$ cat src/rtl/uart_frame_loader_pkg.sv
// uart_frame_loader_pkg: shared state encoding and default framing constants for the frame loader.
package uart_frame_loader_pkg;
    typedef enum logic [2:0] {S_IDLE, S_AHI, S_ALO, S_LEN, S_DATA, S_CSUM, S_TX, S_TXW} state_t;
    localparam logic [7:0] SYNC_DEF = 8'hA5;
    localparam logic [7:0] ACK_DEF = 8'h06;
    localparam logic [7:0] NAK_DEF = 8'h15;
    localparam logic [8:0] LEN_ZERO_COUNT = 9'd256;
endpackage

$ cat src/rtl/uart_frame_loader_csum.sv
// loader_csum: 8-bit mod-256 accumulator with clear/add and a compare against the received checksum.
module loader_csum (
    input  logic       clk,
    input  logic       rst,
    input  logic       clr,
    input  logic       add,
    input  logic [7:0] din,
    input  logic [7:0] cmp,
    output logic       match
);
    logic [7:0] sum;
    always_ff @(posedge clk)
        if (rst || clr) sum <= '0;
        else if (add) sum <= sum + din;
    assign match = sum == cmp;
endmodule

$ cat src/rtl/uart_frame_loader.sv
// uart_frame_loader: loads framed, checksummed UART records into program RAM and answers ACK/NAK.
// Define LOADER_TIMEOUT_EN to NAK a frame after TIMEOUT idle cycles between bytes.
module uart_frame_loader
    import uart_frame_loader_pkg::*;
#(
    parameter int         ADDR_W    = 16,
    parameter logic [7:0] SYNC_BYTE = SYNC_DEF,
    parameter logic [7:0] ACK_BYTE  = ACK_DEF,
    parameter logic [7:0] NAK_BYTE  = NAK_DEF,
    parameter int         TIMEOUT   = 5000000
) (
    input  logic              clk,
    input  logic              rst,
    input  logic              en,
    input  logic [7:0]        rx_data,
    input  logic              rx_done,
    output logic [7:0]        tx_data,
    output logic              transmit,
    input  logic              tx_done,
    output logic [ADDR_W-1:0] ram_addr,
    output logic [7:0]        ram_data,
    output logic              ram_we,
    output logic              busy,
    output logic              frame_ok,
    output logic [7:0]        err_count
);
    state_t state, next;
    logic [7:0] addr_hi;
    logic [ADDR_W-1:0] ptr;
    logic [8:0] left;
    logic take, in_frame, match, expire, csum_ev;
    assign take = en && rx_done;
    assign in_frame = state inside {S_AHI, S_ALO, S_LEN, S_DATA, S_CSUM};
    assign csum_ev = take && state == S_CSUM;
    assign busy = state != S_IDLE;
    assign transmit = state == S_TX;
`ifdef LOADER_TIMEOUT_EN
    localparam int TW = $clog2(TIMEOUT + 1);
    logic [TW-1:0] timer;
    always_ff @(posedge clk)
        timer <= (rst || !in_frame || rx_done) ? '0 : timer + 1'b1;
    // a byte arriving on the expiry cycle wins over the timeout
    assign expire = en && in_frame && !rx_done && timer == TW'(TIMEOUT - 1);
`else
    logic unused_timeout;
    assign unused_timeout = TIMEOUT == 0;
    assign expire = 1'b0;
`endif
    loader_csum u_csum (
        .clk   (clk),
        .rst   (rst),
        .clr   (take && state == S_IDLE && rx_data == SYNC_BYTE),
        .add   (take && state inside {S_AHI, S_ALO, S_LEN, S_DATA}),
        .din   (rx_data),
        .cmp   (rx_data),
        .match (match)
    );
    always_comb begin
        next = state;
        case (state)
            S_IDLE:  next = (take && rx_data == SYNC_BYTE) ? S_AHI : S_IDLE;
            S_AHI:   next = take ? S_ALO : S_AHI;
            S_ALO:   next = take ? S_LEN : S_ALO;
            S_LEN:   next = take ? S_DATA : S_LEN;
            S_DATA:  next = (take && left == 9'd1) ? S_CSUM : S_DATA;
            S_CSUM:  next = take ? S_TX : S_CSUM;
            S_TX:    next = S_TXW;
            S_TXW:   next = tx_done ? S_IDLE : S_TXW;
            default: next = S_IDLE;
        endcase
        if (expire) next = S_TX;
        if (!en) next = S_IDLE;
    end
    always_ff @(posedge clk)
        state <= rst ? S_IDLE : next;
    always_ff @(posedge clk) begin
        if (rst) begin
            addr_hi   <= '0;
            ptr       <= '0;
            left      <= '0;
            ram_addr  <= '0;
            ram_data  <= '0;
            ram_we    <= 1'b0;
            tx_data   <= '0;
            frame_ok  <= 1'b0;
            err_count <= '0;
        end else begin
            ram_we   <= take && state == S_DATA;
            frame_ok <= csum_ev && match;
            if (take && state == S_AHI) addr_hi <= rx_data;
            if (take && state == S_ALO) ptr <= ADDR_W'({addr_hi, rx_data});
            if (take && state == S_LEN) left <= (rx_data == 8'd0) ? LEN_ZERO_COUNT : {1'b0, rx_data};
            if (take && state == S_DATA) begin
                ram_addr <= ptr;
                ram_data <= rx_data;
                ptr      <= ptr + 1'b1;
                left     <= left - 1'b1;
            end
            if (csum_ev || expire) tx_data <= (csum_ev && match) ? ACK_BYTE : NAK_BYTE;
            if (((csum_ev && !match) || expire) && err_count != 8'hFF) err_count <= err_count + 1'b1;
        end
    end
endmodule
$ cat config.mk
export PLATFORM = sky130hd
export DESIGN_NAME = uart_frame_loader
export DESIGN_NICKNAME = d
export VERILOG_FILES = /design/src/rtl/uart_frame_loader_pkg.sv /design/src/rtl/uart_frame_loader_csum.sv /design/src/rtl/uart_frame_loader.sv
export SDC_FILE = /design/constraint.sdc
export NUM_CORES = 1
export LEC_CHECK = 0
export ABC_CLOCK_PERIOD_IN_PS = 3800
export BUFFER_PORTS_ARGS = -buffer_cell sky130_fd_sc_hd__buf_2
export CAP_MARGIN = 20
export CORE_UTILIZATION = 40
export CTS_CLUSTER_SIZE = 40
export DETAILED_ROUTE_END_ITERATION = 7
export GPL_TIMING_DRIVEN = 0
export PLACE_DENSITY = 0.67
export SETUP_SLACK_MARGIN = 0.02
export SLEW_MARGIN = 0
export SYNTH_ARGS = -nofsm -noshare
export SYNTH_HDL_FRONTEND = slang
export SYNTH_SLANG_ARGS = --single-unit
$ cat constraint.sdc
create_clock -name clk -period 3.8 [get_ports clk]
set_input_delay 0.57 -clock clk [delete_from_list [all_inputs] [get_ports clk]]
set_output_delay 0.57 -clock clk [all_outputs]
set_load 0.005 [all_outputs]
# Yosys cells after proc, flatten, opt, wreduce, memory -nomap -nowiden
# Index checks and enable logic that the tools add are counted.
# word_totals
regBits	86
latchBits	0
mem_bits_rw	0
rom_bits	0
in_bits	13
out_inout_bits	44
word_cells	64
memories	0
# op_classes
addsub	4
mul	0
div_mod_pow	0
magnitude_cmp	0
n_eq_ne	11
shift	0
muxes	14
bitwise_logic	1
reduce_logical	23
# ops
cell	n
$mux W16	2
$mux W9	3
$pmux W3 S8	1
$add A16 B1 Y16 const B	1
$logic_and A1 B1 Y1	14
$eq A3 B3 Y1 const B	4
$eq A9 B1 Y1 const B	1
$sub A9 B1 Y9 const B	1
$add A8 B1 Y8 const B	1
$add A8 B8 Y8	1
$eq A8 B8 Y1	1
$eq A8 B8 Y1 const B	1
$logic_not A8 Y1	1
$ne A8 B8 Y1 const B	1
$eq A3 B2 Y1 const B	2
$mux W3	2
$mux W5	1
$mux W2	2
$reduce_bool A2 Y1	2
$reduce_bool A4 Y1	1
$eq A3 B1 Y1 const B	1
$logic_not A3 Y1	1
$mux W1	3
$reduce_bool A3 Y1	1
4 further kinds	4

# Longest topological paths before layout
# depth
ltp_word	4
mapped_depth	8
ltp_nobuf	8

# Hierarchy
# Synthesis repeated with hierarchy kept, for this count alone.
# unflattened
hier_cells	528
hier_area_um2	4225.3
# by_module_without_submodules
module	n_inst	cells_per_inst	area_per_inst_um2	seq_area_each_um2
uart_frame_loader	1	440	3475.8	1461.4
loader_csum	1	88	749.5	160.2

# Worst setup path after synthesis
# No wires, ideal clock.
# synth_path
path_kind	input port to flip-flop
startpoint	input rx_data[0]
endpoint	register u_csum.sum[6]
setup_time_ps	74
t_arrival_ps	2039
required_ps	3726
path_slack_ps	1687
path_stages	8
path_buffers	0
cell_sequence	ha_1 inv_1 fa_1 nor2b_1 o31a_1 nor3_1 or4_1 a31oi_1
# synth_between
elab_chain_cells	3
elab_cells_between_ends	4
classes_between	add/sub (1); eq/ne (1); reduce/logical (2)
# synth_rtl
element	line_no	text
from (decl)	uart_frame_loader.sv:15	input logic [7:0] rx_data,
branches (longest 3 deep; another with $add A8 B8 Y8)	-	
to (signal assigned)	uart_frame_loader_csum.sv:14	else if (add) sum <= sum + din;
to (decl)	uart_frame_loader_csum.sv:11	logic [7:0] sum;
# Several ways; the timed one is not identified.
# A chain may end at the register's enable or synchronous reset.

# Worst setup path after layout
# Same ends and word-level chain as after synthesis.

==> reports/qor.yml <==
global_routing:
  grt_pass1_wl_um: 17000
  grt_max_degree: 16
  grt_pass1_vias: 3380
  grt_usage_pct: 21.6
  overflow: 0
  antenna_found_initial: 0
drt:
  initialDrtViolationCount: 233
  post_drt_wl_per_cell_um: 15.3
  via_count: 3865
  wirelength_um: 10600
  drtPass1Iterations: 6
  vias_per_cell: 5.59
  drc: 0
  drtAntennaViolNets: 0
cts:
  post_cts_resized: 0
  post_cts_buffers: 0
  cts_made_buffers: 9
  cts_tree: "built"
  htree_num_levels: 3
  clock_latency_ns: 0.37
  cts_hold_buf: 0
  clockBufferDepth: 2
  clkSlewWorstSetupHoldPaths_ns: 0.09
  cts_sinks: 81
  clockRootBuffer: "clkbuf_8"
sta:
  drv_slew: 0
  finClkSkew_ns: 0.0103
  rsz0062_at_grt: "no"
  setup_viol: 0
  slew_headroom_pct: 55.9
  worst_pin_slew_ns: 0.660
  setup_ws_ns: 1.68
  fin_crit_sh_pct: 55.9
  setup-tns-final_ns: 0
  timing.final.hold_violations: 0
  period_needed_ns: 2.12
  max_freq_mhz: 471
  hold_ws_ns: 0.453
power:
  cellLeakagePower_nw: 1.73
  p_per_area_nw_per_um2: 338
  vdd_drop_max_uv: 190
  p_total_mw: 1.56
final_layout:
  final-seq-area_um2: 1620
  fill_cells: 998
  multi_input_area_um2: 2150
  final_nets: 579
  drive_gt1_share_pct: 16.6
  syn2layout_area_growth_pct: 15.8
  antenna_cells: 0
yosys:
  ys_types: 66
  ys.flop_type: "dfxtp_1"
  ys_async_sr_fraction_pct: 0
  synth_edf_count: 0
  yosys.area.top_type_share_pct: 40.8
  avgSynthCellArea_um2: 8.10
  netlist_area_um2: 3970
  yosysWarnings: 0
  yosysTopAreaCell: "dfxtp_1"
  ys_seq_elements: 81
  ys_top_cells_by_area: "dfxtp_1 (41%), nand2_1 (7.5%), a21oi_1 (7.4%), nor2_1 (4.3%), ha_1 (3.5%)"
  ys_seq_area_share_pct: 40.8
  syn_inst: 490
critical_path:
  cp_num_buf_inv: 2
  path_delay_family: "simple AND/OR/NAND/NOR gates"
  crit_path_end_kind: "flip-flop"
  cp_cell_sequence: "buf_2 -> ha_1 -> inv_1 -> fa_1 -> nor2b_1 -> o31a_1 -> nor3_1 -> or4_1 -> a31oi_1"
  cp_slowest_cell: "or4_1"
  required_ns: 4.10
  crit_path_max_incr_delay_ns: 0.39
  setup.worst_path.class: "in -> reg"
  critPathLaunchType: "primary input"
  critPathArrivalTime_ns: 2.42
  cp_max_fo: 7
floorplanning:
  core_area_um2: 9680
  die_h_um: 102
  initial_core_util_pct: 41.0
  rows: 36
  dieArea_um2: 10300
  boundaryPins: 57
  die_w_um: 102
status:
  status: "finished, final reports clean"
placed_design:
  place_hpwl_um: 7620
  gp_congestion: 0.866
  post-place-ws_ns: 1.30
  port_buffers: 50
flow_run:
  max-cap-violations: 0
min_path:
  hold_class: "reg -> reg"
-- final cells by class --
type,instances,share of cell area (%)
multi-input cells,368,46.8
flip-flops and latches,81,35.2
repair buffers,50,5.44
well taps,133,3.62
plain buffers,31,3.51
clock buffers,9,2.69
clock inverters,7,1.69
inverters,13,1.06
-- path summary, 6_finish.rpt --
path / depth (start not counted) / slack (ns) / to / from
max: 9 / 1.68 / u_csum.sum[6] / rx_data[0]
min: 2 / 0.45 / ram_addr[9] / ram_addr[9]
max reg2reg: 8 / 1.76 / u_csum.sum[6] / u_csum.sum[0]
min reg2reg: 2 / 0.45 / ram_addr[9] / ram_addr[9]
-- Yosys cell counts, drive strengths merged (4+ instances only) --
| master | number |
|---|---|
| dfxtp | 81 |
| a211oi | 5 |
| mux2i | 13 |
| nand3 | 11 |
| nor4 | 11 |
| nand4 | 10 |
| a31oi | 10 |
| inv | 13 |
| or4 | 8 |
| clkbuf | 16 |
| o21ai | 22 |
| ha | 11 |
| a311oi | 4 |
| nor3 | 13 |
| nand2 | 79 |
| or3 | 4 |
| a21oi | 59 |
| buf | 15 |
| nor2 | 48 |
-- per-layer routing --
metal  track usage [%]  part of all wire (%)  vias to the layer above
li1                  -                     -                     1894
met1              29.0                    46                     1817
met2              34.3                    46                      138
met3              4.14                   6.5                       16
met4              8.36                   1.6                        0
met5                 0                     0                        -
-- layout by cell type (no fill, tap or decap), drive strengths merged, types with 11 or more instances in the layout --
cell type,Yosys,routed
buf,15,65
nor4,11,11
clkbuf,16,25
nand3,11,11
mux2i,13,13
nand2,79,79
a21oi,59,59
ha,11,11
o21ai,22,22
nor3,13,13
nor2,48,48
dfxtp,81,81
inv,13,15
-- worst min-delay path, delay by kind of cell, from the launching register on --
family / cells / cell delay, ns
DFF: 1 / 0.31
AOI/OAI and AO/OA: 1 / 0.05
and+or+nand+nor: 1 / 0.05
-- flip-flops by register name (all words and copies together), names as in the netlist --
register	flops
addr_hi	8
err_count	8
frame_ok	1
left	9
ptr	16
ram_addr	16
ram_data	8
ram_we	1
state	3
tx_data	3
u_csum.sum	8
-- stage by stage --
step | area [µm²] | util [%] | std cells
2_1_floorplan | 3980 | - | 493
3_3_place_gp | 4400 | 45.4 | 676
3_5_place_dp | 4400 | 45.4 | 676
4_1_cts | 4600 | 47.5 | 692
5_1_grt | 4600 | 47.5 | 692
6_report | 4600 | 47.5 | 692
-- power by group --
group / internal (mW) / switching [mW] / total (mW)
Combinational: 0.0164 / 0.0456 / 0.0619
Sequential: 0.848 / 0.0000125 / 0.848
Clock: 0.309 / 0.338 / 0.648
-- cell families (layout without fill, tap and decap cells) --
group	after synthesis	count (layout)	share of synthesized area [%]
and+or+nand+nor	209	209	26.6
buffers and inverters	44	110	5.29
xor gates and xnor gates	4	4	0.882
DFF	81	81	40.8
other	1	4	0.0944
muxes	14	14	3.56
adders and majority gates	12	12	3.97
AOI/OAI and AO/OA	125	125	18.8
No activity file was read; power rests on OpenSTA's default activity.
